**src/rtl/mem_access_unit_pkg.sv**
```systemverilog
// Shared types and op-class helpers for the M-stage memory access unit.
package mem_access_unit_pkg;

  typedef enum logic [3:0] {
    OP_NONE = 4'd0,
    OP_LB   = 4'd1,
    OP_LBU  = 4'd2,
    OP_LH   = 4'd3,
    OP_LHU  = 4'd4,
    OP_LW   = 4'd5,
    OP_LWL  = 4'd6,
    OP_LWR  = 4'd7,
    OP_SB   = 4'd8,
    OP_SH   = 4'd9,
    OP_SW   = 4'd10,
    OP_SWL  = 4'd11,
    OP_SWR  = 4'd12
  } mem_op_t;

  typedef enum logic [2:0] {
    MSIZE1 = 3'd0,
    MSIZE2 = 3'd1,
    MSIZE4 = 3'd2
  } msize_t;

  typedef enum logic [1:0] {
    S_IDLE = 2'd0,
    S_ADDR = 2'd1,
    S_DATA = 2'd2,
    S_DONE = 2'd3
  } mau_state_t;

  function automatic logic is_load(input mem_op_t op);
    case (op)
      OP_LB, OP_LBU, OP_LH, OP_LHU, OP_LW, OP_LWL, OP_LWR: is_load = 1'b1;
      default: is_load = 1'b0;
    endcase
  endfunction

  function automatic logic is_store(input mem_op_t op);
    case (op)
      OP_SB, OP_SH, OP_SW, OP_SWL, OP_SWR: is_store = 1'b1;
      default: is_store = 1'b0;
    endcase
  endfunction

  function automatic logic is_unaligned_op(input mem_op_t op);
    case (op)
      OP_LWL, OP_LWR, OP_SWL, OP_SWR: is_unaligned_op = 1'b1;
      default: is_unaligned_op = 1'b0;
    endcase
  endfunction

  function automatic msize_t op_size(input mem_op_t op);
    case (op)
      OP_LB, OP_LBU, OP_SB: op_size = MSIZE1;
      OP_LH, OP_LHU, OP_SH: op_size = MSIZE2;
      default: op_size = MSIZE4;
    endcase
  endfunction

endpackage

```
**src/rtl/mem_access_unit_lane_align.sv**
```systemverilog
// Byte-lane alignment: store strobe/data shifting and load extract/extend/merge.
module mem_lane_align
  import mem_access_unit_pkg::*;
(
  input  mem_op_t     st_op,
  input  logic [1:0]  st_off,
  input  logic [31:0] st_wdata,
  output logic [3:0]  st_strobe,
  output logic [31:0] st_data,
  input  mem_op_t     ld_op,
  input  logic [1:0]  ld_off,
  input  logic [31:0] ld_data,
  input  logic [31:0] ld_old,
  output logic [31:0] ld_result
);

  // Store lane placement
  always_comb begin
    st_strobe = 4'h0;
    st_data   = 32'h0;
    case (st_op)
      OP_SB: begin
        st_strobe = 4'b0001 << st_off;
        st_data   = st_wdata << {st_off, 3'b000};
      end
      OP_SH: begin
        st_strobe = 4'b0011 << st_off;
        st_data   = st_wdata << {st_off, 3'b000};
      end
      OP_SW: begin
        st_strobe = 4'hF;
        st_data   = st_wdata;
      end
      OP_SWL: begin
        st_strobe = 4'hF >> (2'd3 - st_off);
        st_data   = st_wdata >> {(2'd3 - st_off), 3'b000};
      end
      OP_SWR: begin
        st_strobe = 4'hF << st_off;
        st_data   = st_wdata << {st_off, 3'b000};
      end
      default: begin
        st_strobe = 4'h0;
        st_data   = 32'h0;
      end
    endcase
  end

  logic [31:0] down_s;
  logic [15:0] half_s;
  logic [5:0]  lwl_sh_s;

  // Load extraction; LWL keep-mask shift reaches 32 at offset 3 and clears
  always_comb begin
    down_s    = ld_data >> {ld_off, 3'b000};
    half_s    = ld_off[1] ? ld_data[31:16] : ld_data[15:0];
    lwl_sh_s  = {({1'b0, ld_off} + 3'd1), 3'b000};
    ld_result = 32'h0;
    case (ld_op)
      OP_LB:  ld_result = {{24{down_s[7]}}, down_s[7:0]};
      OP_LBU: ld_result = {24'h0, down_s[7:0]};
      OP_LH:  ld_result = {{16{half_s[15]}}, half_s};
      OP_LHU: ld_result = {16'h0, half_s};
      OP_LW:  ld_result = ld_data;
      OP_LWL: ld_result = (ld_data << {(2'd3 - ld_off), 3'b000})
                        | (ld_old & (32'hFFFF_FFFF >> lwl_sh_s));
      OP_LWR: ld_result = down_s | (ld_old & ~(32'hFFFF_FFFF >> {ld_off, 3'b000}));
      default: ld_result = 32'h0;
    endcase
  end

endmodule

```
**src/rtl/mem_access_unit.sv**
```systemverilog
// M-stage dbus transaction owner: alignment checks, request FSM, flush draining, stall.
module mem_access_unit
  import mem_access_unit_pkg::*;
#(
  parameter int ADDR_W       = 32,
  parameter bit UNALIGNED_EN = 1'b1,
  parameter bit CHECK_ALIGN  = 1'b1
)(
  input  logic              clk,
  input  logic              reset,
  input  logic              in_valid,
  input  mem_op_t           in_op,
  input  logic [ADDR_W-1:0] in_addr,
  input  logic [31:0]       in_wdata,
  input  logic [31:0]       in_old,
  input  logic              flush,
  output logic              stall,
  output logic              out_valid,
  output logic [31:0]       out_rdata,
  output logic              out_exc_adel,
  output logic              out_exc_ades,
  output logic              out_exc_ri,
  output logic              dreq_valid,
  output logic [ADDR_W-1:0] dreq_addr,
  output msize_t            dreq_size,
  output logic [3:0]        dreq_strobe,
  output logic [31:0]       dreq_data,
  input  logic              dresp_addr_ok,
  input  logic              dresp_data_ok,
  input  logic [31:0]       dresp_data
);

  mau_state_t  state;
  logic        flushed;
  logic [31:0] rdata_q;
  mem_op_t     op_q;
  logic [1:0]  off_q;
  logic [31:0] old_q;

  logic        req_s, unsup_s, misal_s, reject_s, launch_s, idle_exc_s;
  logic [3:0]  st_strobe_s;
  logic [31:0] st_data_s, ld_result_s;

  mem_lane_align u_align (
    .st_op     (in_op),
    .st_off    (in_addr[1:0]),
    .st_wdata  (in_wdata),
    .st_strobe (st_strobe_s),
    .st_data   (st_data_s),
    .ld_op     (op_q),
    .ld_off    (off_q),
    .ld_data   (dresp_data),
    .ld_old    (old_q),
    .ld_result (ld_result_s)
  );

  // Decode of the op presented by the M stage
  always_comb begin
    req_s   = in_valid && (in_op != OP_NONE) && !flush && !reset;
    unsup_s = is_unaligned_op(in_op) && !UNALIGNED_EN;
    misal_s = 1'b0;
    if (CHECK_ALIGN) begin
      case (in_op)
        OP_LH, OP_LHU, OP_SH: misal_s = in_addr[0];
        OP_LW, OP_SW:         misal_s = |in_addr[1:0];
        default:              misal_s = 1'b0;
      endcase
    end else begin
      misal_s = 1'b0;
    end
    reject_s   = unsup_s || misal_s;
    idle_exc_s = (state == S_IDLE) && req_s && reject_s;
    launch_s   = (state == S_IDLE) && req_s && !reject_s;
  end

  // Result, exception and stall outputs
  always_comb begin
    out_valid    = idle_exc_s || ((state == S_DONE) && !flushed && !flush);
    out_rdata    = (state == S_DONE) ? rdata_q : 32'h0;
    out_exc_adel = idle_exc_s && !unsup_s && is_load(in_op);
    out_exc_ades = idle_exc_s && !unsup_s && is_store(in_op);
    out_exc_ri   = idle_exc_s && unsup_s;
    dreq_valid   = (state == S_ADDR);
    // Once the in-flight op is squashed, only a newly arrived op holds the pipe
    case (state)
      S_IDLE:         stall = launch_s;
      S_ADDR, S_DATA: stall = (flushed || flush) ? req_s : 1'b1;
      S_DONE:         stall = flushed && req_s;
      default:        stall = 1'b0;
    endcase
  end

  // Request FSM with registered bus fields
  always_ff @(posedge clk or posedge reset) begin
    if (reset) begin
      state       <= S_IDLE;
      flushed     <= 1'b0;
      rdata_q     <= 32'h0;
      op_q        <= OP_NONE;
      off_q       <= 2'd0;
      old_q       <= 32'h0;
      dreq_addr   <= '0;
      dreq_size   <= MSIZE1;
      dreq_strobe <= 4'h0;
      dreq_data   <= 32'h0;
    end else begin
      case (state)
        S_IDLE: begin
          if (launch_s) begin
            state       <= S_ADDR;
            op_q        <= in_op;
            off_q       <= in_addr[1:0];
            old_q       <= in_old;
            dreq_addr   <= is_unaligned_op(in_op) ? {in_addr[ADDR_W-1:2], 2'b00} : in_addr;
            dreq_size   <= op_size(in_op);
            dreq_strobe <= st_strobe_s;
            dreq_data   <= st_data_s;
          end
        end
        S_ADDR: begin
          if (flush) flushed <= 1'b1;
          if (dresp_addr_ok) begin
            if (dresp_data_ok) begin
              rdata_q <= ld_result_s;
              state   <= S_DONE;
            end else begin
              state <= S_DATA;
            end
          end
        end
        S_DATA: begin
          if (flush) flushed <= 1'b1;
          if (dresp_data_ok) begin
            rdata_q <= ld_result_s;
            state   <= S_DONE;
          end
        end
        S_DONE: begin
          state   <= S_IDLE;
          flushed <= 1'b0;
        end
        default: state <= S_IDLE;
      endcase
    end
  end

endmodule

```
**config.mk**
```make
export PLATFORM = sky130hd
export DESIGN_NAME = mem_access_unit
export DESIGN_NICKNAME = d
export VERILOG_FILES = /design/src/rtl/mem_access_unit_pkg.sv /design/src/rtl/mem_access_unit_lane_align.sv /design/src/rtl/mem_access_unit.sv
export SDC_FILE = /design/constraint.sdc
export NUM_CORES = 1
export LEC_CHECK = 0
export ABC_AREA = 1
export CORE_MARGIN = 2
export CORE_UTILIZATION = 50
export DETAILED_ROUTE_END_ITERATION = 16
export PLACE_DENSITY = 0.82
export SLEW_MARGIN = 20
export SYNTH_ARGS = -nofsm -noshare
export SYNTH_HDL_FRONTEND = slang
export SYNTH_SLANG_ARGS = --single-unit
```
**constraint.sdc**
```tcl
create_clock -name clk -period 5.54 [get_ports clk]
set_clock_uncertainty 0.15 [all_clocks]
set_input_delay 1.108 -clock clk [delete_from_list [all_inputs] [get_ports clk]]
set_output_delay 1.108 -clock clk [all_outputs]
set_load 0.05 [all_outputs]
```
# --- After elaboration in Yosys (flattened, before gate mapping) ---
# Index checks and enable logic that the tools add are counted.
totals:
  wordCells: 113
  in_bits: 138
  output_inout_bits: 109
  register_bits: 144
op_classes:
  n_addsub: 3
  n_mux: 25
  bitwise: 5
  n_reduce_logical: 34
  shift: 10
  n_eq_ne: 26
op_table:
  columns: ["op", "count"]
  rows:
  - ["$pmux W32 S7", 1]
  - ["$mux W32", 3]
  - ["$pmux W32 S3", 1]
  - ["$and A32 B32 Y32", 2]
  - ["$or A32 B32 Y32", 2]
  - ["$pmux W32 S2", 1]
  - ["$shl A32 B5 Y32", 2]
  - ["$shr A32 B5 Y32", 2]
  - ["$eq A4 B3 Y1 const B", 8]
  - ["$not A32 Y32", 1]
  - ["$shr A32 B5 Y32 const A", 1]
  - ["$shr A32 B6 Y32 const A", 1]
  - ["$eq A4 B4 Y1 const B", 5]
  - ["$pmux W4 S5", 1]
  - ["$eq A4 B2 Y1 const B", 4]
  - ["$mux W16", 1]
  - ["$logic_and A1 B1 Y1", 11]
  - ["$reduce_or A3 Y1", 3]
  - ["$eq A4 B1 Y1 const B", 2]
  - ["$mux W1", 8]
  - ["$mux W2", 4]
  - ["$pmux W2 S4", 1]
  - ["$reduce_or A7 Y1", 1]
  - ["$reduce_and A2 Y1", 3]
  - ["22 further kinds", 34]

# --- Depth between registers and ports, before layout ---
# Gate-level depths: netlist of the first run.
depth:
  depth_word: 9
  depth_mapped: 12
  depth_no_buf: 11

# --- Modules after synthesis ---
# A second synthesis of the first run with hierarchy kept.
unflattened:
  hier_cells: 1508
  area_unflattened_um2: 9664.3
modules_own_cells:
  columns: ["module", "cells_per_inst", "area_per_inst_um2", "seq_area_each_um2", "n_inst"]
  rows:
  - ["mem_access_unit", 670, 5950.7, 3578.4, 1]
  - ["mem_lane_align", 838, 3713.6, 0.0, 1]

# --- Least setup slack after synthesis of the first run ---
# OpenSTA, ideal clock, no wires.
synth_path:
  path_type: "input to output"
  from: "input port in_op[0]"
  to: "output port out_exc_ades"
  t_required_ns: 4.282
  cell_stages: 8
  setup_slack_ns: 1.846
  t_arrival_ns: 2.436
  path_buffers: 0
  cell_sequence: "inv_1 > nor2_1 > nand2_1 > nand3_2 > nand2_1 > nand2_1 > nand2_1 > a21oi_1"
synth_via:
  elab_chain_cells: 7
  word_cells_on_any_way: 20
  cone_classes: "eq/ne (8); mux (2); reduce/logical (10)"
synth_lines:
  columns: ["element", "line_no", "rtl"]
  rows:
  - ["start, declared", "mem_access_unit.sv:12", "input mem_op_t in_op,"]
  - ["branches (longest 6 deep; another with $eq A4 B2 Y1)", null, null]
  - ["$logic_and A1 B1 Y1 (*)", "mem_access_unit.sv:81", "out_exc_ades = idle_exc_s && !unsup_s && is_store(in_op);"]
  - ["end, declared", "mem_access_unit.sv:21", "output logic out_exc_ades,"]
# Every way passes the cells marked *.

# --- Worst setup path in the final report of the first run ---
layout_path:
  from: "input port in_op[3]"
  to: "output port out_exc_ades"
# The elaborated chain is that of the path after synthesis.

==> results of run 1 <==
power by group:
| part | switching [mW] | leakage, nW | internal [mW] |
|---|---|---|---|
| clock network | 0.501 | 0.301 | 0.732 |
| logic | 2.25 | 4.40 | 1.03 |
| registers | 0.296 | 1.86 | 1.46 |
| total | 3.05 | 6.56 | 3.21 |
cell usage after synthesis (all sizes together):
| master | count | share of area |
|---|---|---|
| clkbuf | 20 | 0.0081 |
| and2 | 1 | 0.00067 |
| nand2 | 740 | 0.30 |
| buf | 57 | 0.036 |
| nor2 | 125 | 0.052 |
| conb | 1 | 0.00040 |
| or2 | 4 | 0.0027 |
| clkinv | 2 | 0.00081 |
| nand4 | 6 | 0.0040 |
| a21oi | 11 | 0.0059 |
| o21ai | 164 | 0.088 |
| nand3 | 76 | 0.043 |
| nand3b | 2 | 0.0030 |
| dfrtp | 143 | 0.38 |
| inv | 125 | 0.050 |
| o211ai | 12 | 0.0097 |
| nor3 | 8 | 0.0043 |
| ha | 4 | 0.0054 |
| o32ai | 1 | 0.00094 |
layer usage:
layer | GRT usage | vias to the layer above
met4 | 0.1467 | 0
met3 | 0.09470 | 102
met5 | 0 | -
met1 | 0.4051 | 4813
met2 | 0.5253 | 513
li1 | - | 5049
cells in the final DEF, fill, tap and decap left out, drive strengths merged:
cell type,n
o32ai,1
ha,4
nand3,76
clkinv,5
clkinvlp,1
nor3,8
o21ai,164
conb,2
nand2,740
dfrtp,143
clkbuf,19
nand3b,2
nor2,125
buf,19
or2,4
and2,1
a21oi,11
o211ai,12
diode,1
inv,131
nand4,6
clkdlybuf4s50,240
bufinv,3
final timing paths:
check	startpoint	end	slack [ps]	cells after the start
setup / recovery	in_op[3]	out_exc_ades	1280	10
setup reg to reg	off_q[1]$_DFFE_PP0P_	rdata_q[21]$_DFFE_PP0P_	2610	9
hold reg to reg	dreq_addr[8]$_DFFE_PP0P_	dreq_addr[8]$_DFFE_PP0P_	330	2
min in group asynchronous	reset	dreq_addr[5]$_DFFE_PP0P_	1130	2
max in group asynchronous	reset	dreq_data[16]$_DFFE_PP0P_	3210	3
hold / removal	dreq_addr[8]$_DFFE_PP0P_	dreq_addr[8]$_DFFE_PP0P_	330	2
worst max-delay path: stages:
cell             delay (ps)
clkdlybuf4s50_1         530
inv_2                    90
nor2_4                  130
nand2_1                 290
nand2_1                 140
nand2_1                 110
nand2_1                  80
nand2_1                 100
a21oi_1                 190
buf_4                   230
logic make-up after synthesis:
group | count (synthesis) | share of synthesized area
other cells | 1 | 0.0004034
compound gates | 188 | 0.1049
simple gates | 962 | 0.4092
flops | 143 | 0.3850
buf+inv | 204 | 0.09517
fa+ha+maj | 4 | 0.005385
sequential cells by signal (all words and copies together), names as in the netlist:
register and cells:
dreq_addr 32, dreq_data 32, dreq_size 2, dreq_strobe 4, flushed 1, off_q 2
old_q 32, op_q 4, rdata_q 32, state 2
area by class of cell:
class / count / share of cell area
diodes: 1 / 0.0002023
clock buffers: 19 / 0.03580
clock inverters: 13 / 0.01416
inverters: 127 / 0.03894
multi-input cells: 1156 / 0.3917
flip-flops and latches: 143 / 0.2893
well taps: 229 / 0.02316
repair buffers: 259 / 0.2067
==> results.json, run 1 <==
{
  "status": "finished, final reports clean",
  "post_cts_resized": 0,
  "num_io_pins": 247,
  "dr_wl_met2_um": 14690,
  "routedWlPerCell_um": 16.34,
  "post-place-ws_ps": 1304,
  "ant_nets": 0,
  "slew_headroom": 0.2493,
  "setup_viol": 0,
  "min_period_over_period": 0.7683,
  "stdcell_area_mm2": 0.01237,
  "start_kind": "primary input",
  "die_w_um": 140.3,
  "drc": 0,
  "rsz0062_at_grt": "no",
  "port-buffer-count": 244,
  "root_buffer": "clkbuf_16",
  "maxCapViolCount": 0,
  "chipHeight_um": 140.3,
  "grt_max_degree": 98,
  "multiInputGateArea_mm2": 0.004846,
  "nets": 1846,
  "arrival_ps": 3000,
  "top_layer_used": "met4",
  "netlist_instances": 1502,
  "postCtsHoldBufs": 0,
  "fin_cells": 1947,
  "cts_max_level": 4,
  "ys_warn_count": 0,
  "wl_met1_um": 12500,
  "areaGrowthSynthToFinish_pct": 33.09,
  "cts.clk_slew.worst_paths_ps": 70,
  "gp_congestion": 0.9648,
  "cts.sinks": 143,
  "antenna_found_initial": 2,
  "synth_area_mm2": 0.009295,
  "slew_violations": 0,
  "synth.distinct_cells": 30,
  "via_count": 10480,
  "finalCriticalPeriod_ps": 4257,
  "fin_tns_setup_ps": 0,
  "synth-seq-cells": 143,
  "worstPathRequired_ps": 4280,
  "tightest_slew_ps": 1125,
  "finalWirelength_um": 31820,
  "hp-class": "register to register",
  "finalPower_mw": 6.260,
  "place_hpwl_um": 22580,
  "n_fill_cell": 1577,
  "cts_setup_buffers": 0,
  "cp_max_fo": 11,
  "track_usage": 0.3251,
  "timing.fmax_mhz": 234.9,
  "placed_area_mm2": 0.01175,
  "grt_pass1_wl_um": 50880,
  "ys_seq_area_frac": 0.3850,
  "regArea_mm2": 0.003578,
  "worst_hold_slack_ps": 327.6,
  "critical_path_class": "primary input to output port",
  "syn_area_per_cell_um2": 6.189,
  "clk_path_buf_depth": 2,
  "core_area_mm2": 0.01809,
  "met3_length_um": 3312,
  "cp-end-kind": "output port",
  "fin_ws_ps": 1283,
  "die_area_mm2": 0.01970,
  "fin_util": 0.6840,
  "drive_gt1_frac": 0.04193,
  "cts_tree": "done",
  "p_leak_nw": 6.564,
  "dp.cells": 1914,
  "detail_route.vias_per_cell": 5.381,
  "vdd_drop_max_mv": 0.4369,
  "initial_core_util": 0.5139,
  "num_rows": 49,
  "cts_buffers": 17,
  "final-hold-violation-count": 0,
  "grt_pass1_vias": 10010,
  "dr.pass1.iters": 5,
  "drt_iter0_markers": 1047,
  "globalRouteOverflowTotal": 0,
  "power.density_mw_per_mm2": 506.1,
  "clk-insertion-delay-late_ps": 430
}
Note: power is estimated with default switching activity, not from simulation.
==> run 2, diff against run 1 <==
--- a/config.mk
+++ b/config.mk
@@ -7,9 +7,9 @@
 export LEC_CHECK = 0
 export ABC_AREA = 1
 export CORE_MARGIN = 2
-export CORE_UTILIZATION = 50
+export CORE_UTILIZATION = 45
 export DETAILED_ROUTE_END_ITERATION = 16
-export PLACE_DENSITY = 0.82
+export PLACE_DENSITY = 0.78
 export SLEW_MARGIN = 20
 export SYNTH_ARGS = -nofsm -noshare
 export SYNTH_HDL_FRONTEND = slang
==> constraint.sdc (replaced) <==
create_clock -name clk -period 3.85 [get_ports clk]
set_clock_uncertainty 0.15 [all_clocks]
set_input_delay 0.77 -clock clk [delete_from_list [all_inputs] [get_ports clk]]
set_output_delay 0.77 -clock clk [all_outputs]
set_load 0.05 [all_outputs]
==> run 2 against run 1 <==
Compared with the run above:
- critical path depth is 5 lower
- sequential share of layout area fell by 0.26 points
- sequential power increased by 45%
- worst setup slack worse by 890 ps
- power up 42%
- cell count is 2.2% higher
- largest cell class unchanged
- register-to-register slack got worse by 1200 ps
- critical endpoint is now out_rdata[28]
==> results.json, run 2 (same netlist as run 1, synthesis figures left out) <==
{
  "status": "finished, final reports clean",
  "die_w_um": 147.7,
  "arrival_ps": 2540,
  "globalRouteOverflowTotal": 0,
  "clk_path_buf_depth": 2,
  "grt_pass1_wl_um": 50120,
  "slew_headroom": 0.3443,
  "worstSetupStartpoint": "state[0]$_DFFE_PP0P_",
  "vdd_drop_max_mv": 0.5451,
  "postCtsHoldBufs": 0,
  "port-buffer-count": 244,
  "fin_ws_ps": 389.1,
  "initial_core_util": 0.4594,
  "cp_max_fo": 32,
  "finalCriticalPeriod_ps": 3461,
  "worst_path_max_delay_cell": "clkdlybuf4s50_1",
  "power.density_mw_per_mm2": 712.4,
  "final-hold-violation-count": 0,
  "drt_iter0_markers": 1101,
  "die_area_mm2": 0.02182,
  "num_rows": 52,
  "drive_gt1_frac": 0.04360,
  "dr.pass1.iters": 6,
  "routedWlPerCell_um": 15.84,
  "cts.sinks": 143,
  "cts_tree": "done",
  "tightest_slew_ps": 982.5,
  "maxCapViolCount": 0,
  "drc": 0,
  "core_area_mm2": 0.02023,
  "reg2reg_from": "op_q[0]$_DFFE_PP0P_",
  "min_period_over_period": 0.8989,
  "place_hpwl_um": 22250,
  "cp-end-kind": "output port",
  "post_cts_resized": 0,
  "num_io_pins": 247,
  "via_count": 10440,
  "p_leak_nw": 6.581,
  "critical_path_class": "register to output port",
  "grt_pass1_vias": 9718,
  "min_from": "dreq_addr[14]$_DFFE_PP0P_",
  "cpLargestDelayFamily": "buffers and inverters",
  "n_fill_cell": 1889,
  "timing.fmax_mhz": 288.9,
  "cts_buffers": 17,
  "fin_tns_setup_ps": 0,
  "slew_violations": 0,
  "final_cell_mix": "nand2_1 (737), clkdlybuf4s50_1 (240), o21ai_0 (156)",
  "nets": 1849,
  "hp-class": "register to register",
  "critPathMaxStageDelay_ps": 790,
  "cts_max_level": 4,
  "gp_congestion": 0.9470,
  "post-place-ws_ps": 413.6,
  "worst_hold_slack_ps": 329.4,
  "areaGrowthSynthToFinish_pct": 34.28,
  "antenna_found_initial": 2,
  "ant_nets": 0,
  "n_antenna_cell": 0,
  "grt_max_degree": 144,
  "setup_viol": 0,
  "detail_route.vias_per_cell": 5.245,
  "cts_setup_buffers": 0,
  "crit_buf_inv": 3,
  "worstPathRequired_ps": 2930,
  "finalPower_mw": 8.892,
  "start_kind": "register",
  "final_common_cell": "nand2_1",
  "worstPathCellList": "ha_1, buf_4, nand2_1, inv_1, clkdlybuf4s50_1",
  "root_buffer": "clkbuf_16",
  "rsz0062_at_grt": "no",
  "cts.clk_slew.worst_paths_ps": 70,
  "chipHeight_um": 147.7,
  "placed_area_mm2": 0.01190,
  "stdcell_area_mm2": 0.01248,
  "clk-insertion-delay-late_ps": 440,
  "finalWirelength_um": 31530,
  "track_usage": 0.2901
}
[run 2: final timing paths]
check                                       endpoint  slack [ps]  cells after the start
max                                    out_rdata[28]         390                      5
max reg2reg                  rdata_q[31]$_DFFE_PP0P_        1380                     10
min reg2reg                dreq_addr[14]$_DFFE_PP0P_         330                      2
min                        dreq_addr[14]$_DFFE_PP0P_         330                      2
max in group asynchronous    rdata_q[18]$_DFFE_PP0P_        2140                      3
min in group asynchronous       state[1]$_DFFE_PP0P_         820                      3
[run 2: tightest hold or removal path: cells and delay by family, from the launching register on]
kind	cells	cell delay, ps
AND/OR/NAND/NOR	2	100
flip-flops	1	340
[run 2: cell type report]
cell class	count	area (um2)	area share
clock inverter	15	161.4	0.01293
inverter	127	480.5	0.03849
sequential	143	3578	0.2867
timing repair buffer	262	2655	0.2127
multi-input combinational	1156	4843	0.3880
clock buffer	17	425.4	0.03408
tap	270	337.8	0.02706
[run 2: report_power, final]
part | internal, mW | switching (mW) | total (mW)
Combinational | 1.49 | 3.18 | 4.67
Clock | 0.873 | 0.802 | 1.68
Sequential | 2.09 | 0.452 | 2.54
Total | 4.46 | 4.44 | 8.89
[run 2: per-layer routing]
layer	track usage	vias up	share of wire
met5	0	-	0.00041
met4	0.1144	2	0.033
met3	0.07716	81	0.11
met2	0.4595	574	0.45
met1	0.3802	4714	0.41
li1	-	5066	-
[run 2: metrics by stage]
step / utilization / instances
2_1_floorplan: - / 1503
3_3_place_gp: 0.5879 / 1958
3_5_place_dp: 0.5879 / 1958
4_1_cts: 0.6169 / 1990
5_1_grt: 0.6169 / 1990
6_report: 0.6169 / 1990
==> run 3, diff against run 2 <==
--- a/config.mk
+++ b/config.mk
@@ -8,9 +8,11 @@
 export ABC_AREA = 1
 export CORE_MARGIN = 2
 export CORE_UTILIZATION = 45
+export CTS_CLUSTER_SIZE = 30
 export DETAILED_ROUTE_END_ITERATION = 16
-export PLACE_DENSITY = 0.78
+export PLACE_DENSITY = 0.77
 export SLEW_MARGIN = 20
 export SYNTH_ARGS = -nofsm -noshare
 export SYNTH_HDL_FRONTEND = slang
+export SYNTH_HIERARCHICAL = 1
 export SYNTH_SLANG_ARGS = --single-unit
==> run 3 against run 2 <==
Compared with the run above:
- sequential share of layout area shrank 0.71 points
- worst setup slack lost 100 ps
- sequential power is essentially flat
- sequential cell count is the same
- wire length shrank 0.38%
- synthesized cell count grew 0.40%
- clock power grew 7%
- maximum frequency shrank 2.9%
- first-iteration DRC count shrank 1.7%
- synthesized area grew 4.0%
- critical path type is now primary input to output port
- die area grew 3.9%
- combinational power grew 7.9%
==> results.json, run 3 <==
{
  "synth_edf_count": 0,
  "synthFlopType": "dfrtp_1",
  "synth_compound_area_frac": 0.05839,
  "cp-end-kind": "output port",
  "hold_end": "old_q[20]$_DFFE_PP0P_",
  "cts.sinks": 143,
  "grt_pass1_vias": 9793,
  "ant_nets": 0,
  "min_period_over_period": 0.9261,
  "cts_tree": "done",
  "rsz0062_at_grt": "no",
  "dr.pass1.iters": 8,
  "maxCapViolCount": 0,
  "final-hold-violation-count": 0,
  "synth_top_area_cell": "dfrtp_1",
  "asyncSetResetFlopFracSynth": 1.000,
  "muxShareOfSynthArea": 0.03729,
  "hp-class": "register to register",
  "status": "finished, final reports clean",
  "reg2reg_from": "off_q[0]$_DFFE_PP0P_",
  "setup_viol": 0,
  "place_hpwl_um": 21940,
  "nets": 1846,
  "clk_path_buf_depth": 2,
  "synth_common_cells": "nand2_1 (756), dfrtp_1 (143), nand3_1 (136)",
  "cts_setup_buffers": 0,
  "routedWlPerCell_um": 15.75,
  "finalCriticalPeriod_ps": 3565,
  "core_area_mm2": 0.02102,
  "num_rows": 53,
  "port-buffer-count": 244,
  "globalRouteOverflowTotal": 0,
  "finalWirelength_um": 31410,
  "slew_headroom": 0.2411,
  "netlist_instances": 1508,
  "cts_max_level": 4,
  "areaGrowthSynthToFinish_pct": 32.46,
  "r2r_slack_ps": 1020,
  "via_count": 10460,
  "synth_top_area_frac": 0.3703,
  "p_leak_nw": 6.719,
  "final_cell_mix": "nand2_1 (755), clkdlybuf4s50_1 (239), dfrtp_1 (143)",
  "drt_iter0_markers": 1082,
  "num_io_pins": 247,
  "hold_path_depth": 2,
  "synth.area.top_cells": "dfrtp_1 (37%), nand2_1 (29%), nand3_1 (7.0%), nor2_1 (3.8%), mux2_2 (3.7%)",
  "die_w_um": 150.5,
  "reg2regPathDepth": 8,
  "ys_warn_count": 6,
  "start_kind": "primary input",
  "track_usage": 0.2810,
  "cts.clk_slew.worst_paths_ps": 70,
  "die_area_mm2": 0.02266,
  "ys_seq_area_frac": 0.3703,
  "antenna_found_initial": 3,
  "synth_most_common_cell": "nand2_1",
  "root_buffer": "clkbuf_16",
  "chipHeight_um": 150.5,
  "dp.cells": 1960,
  "drive_gt1_frac": 0.07397,
  "worstPathRequired_ps": 2930,
  "clk-insertion-delay-late_ps": 430,
  "stdcell_area_mm2": 0.01280,
  "synth_xor_area_frac": 0,
  "slew_violations": 0,
  "vdd_drop_max_mv": 0.6127,
  "synth-simple-area-share": 0.4350,
  "syn_area_per_cell_um2": 6.409,
  "postCtsHoldBufs": 0,
  "fin_cells": 1994,
  "gp_congestion": 0.9707,
  "fin_ws_ps": 284.6,
  "synth_top_family_by_area": "simple AND/OR/NAND/NOR gates",
  "placed_area_mm2": 0.01216,
  "tightest_slew_ps": 1137,
  "final_common_cell": "nand2_1",
  "rr_endpoint": "rdata_q[27]$_DFFE_PP0P_",
  "cts_buffers": 17,
  "initial_core_util": 0.4597,
  "synth_area_mm2": 0.009664,
  "post_cts_resized": 0,
  "synth.distinct_cells": 31,
  "synth_fa_ha_area_frac": 0.005179,
  "detail_route.vias_per_cell": 5.247,
  "grt_pass1_wl_um": 49670,
  "grt_max_degree": 144,
  "post-place-ws_ps": 359.1,
  "drc": 0,
  "power.density_mw_per_mm2": 734.2,
  "timing.fmax_mhz": 280.5,
  "critical_path_class": "primary input to output port",
  "arrival_ps": 2650,
  "min_from": "old_q[20]$_DFFE_PP0P_",
  "synth-seq-cells": 143,
  "cp_max_fo": 8
}
run 3: cell count changes in the layout (fill, tap and decap cells not counted), sizes merged, moves of 3 or more:
cell,delta
inv,-23
nand3,+65
or2,+9
nand2,+23
o21a,+6
mux2,+32
o211ai,-4
a21oi,+16
bufinv,+3
nor2,-22
o21ai,-107
o22ai,+5
run 3: worst max-delay path by stage:
stage,start,to
6_report,in_op[3],out_exc_ades
5_1_grt,in_op[3],out_exc_ades
4_1_cts,in_op[3],out_exc_ades
3_5_place_dp,in_op[3],out_exc_ades
3_3_place_gp,in_op[3],out_exc_ades
2_1_floorplan,reset,stall
run 3: worst max-delay path: stages:
cell	delay (ps)
clkdlybuf4s50_1	610
inv_1	110
nor2_1	240
nand2_1	100
nand3_1	140
nand2_2	90
nand2_1	70
nand2_1	160
a21oi_2	200
buf_12	160
run 3: per-stage QoR:
step | power, mW | TNS, ps | hold WS [ps] | util
6_report | 9.399 | 0 | 328.0 | 0.6090
5_1_grt | 9.992 | 0 | 347.9 | 0.6087
3_3_place_gp | 7.509 | 0 | 311.9 | 0.5784
2_1_floorplan | 6.083 | -12960 | 298.8 | -
4_1_cts | 9.420 | 0 | 332.8 | 0.6087
3_5_place_dp | 7.570 | 0 | 314.4 | 0.5784
run 3: per-layer routing:
layer / vias up / global-route usage / wire length, um
li1: 5091 / - / -
met1: 4802 / 0.3618 / 12530
met2: 493 / 0.4441 / 14390
met3: 77 / 0.06697 / 3030
met4: 0 / 0.1363 / 1459
met5: - / 0 / 0
run 3: cell type report:
type	instances	area, um2
Antenna cell	2	5.005
Clock buffer	17	425.4
Clock inverter	15	212.7
Fill cell	1945	8220
Inverter	105	397.9
Multi-Input combinational cell	1176	5220
Sequential cell	143	3578
Tap cell	275	344.1
Timing Repair Buffer	261	2618
run 3: cells by family after synthesis:
family | count (synthesis)
compound gates | 104
buf+inv | 190
simple gates | 1034
mux | 32
other cells | 1
fa+ha+maj | 4
flops | 143
run 3: power by group:
part | total (mW) | switching (mW) | internal, mW
combinational | 5.04 | 3.33 | 1.70
clock | 1.80 | 0.746 | 1.06
sequential | 2.56 | 0.438 | 2.12
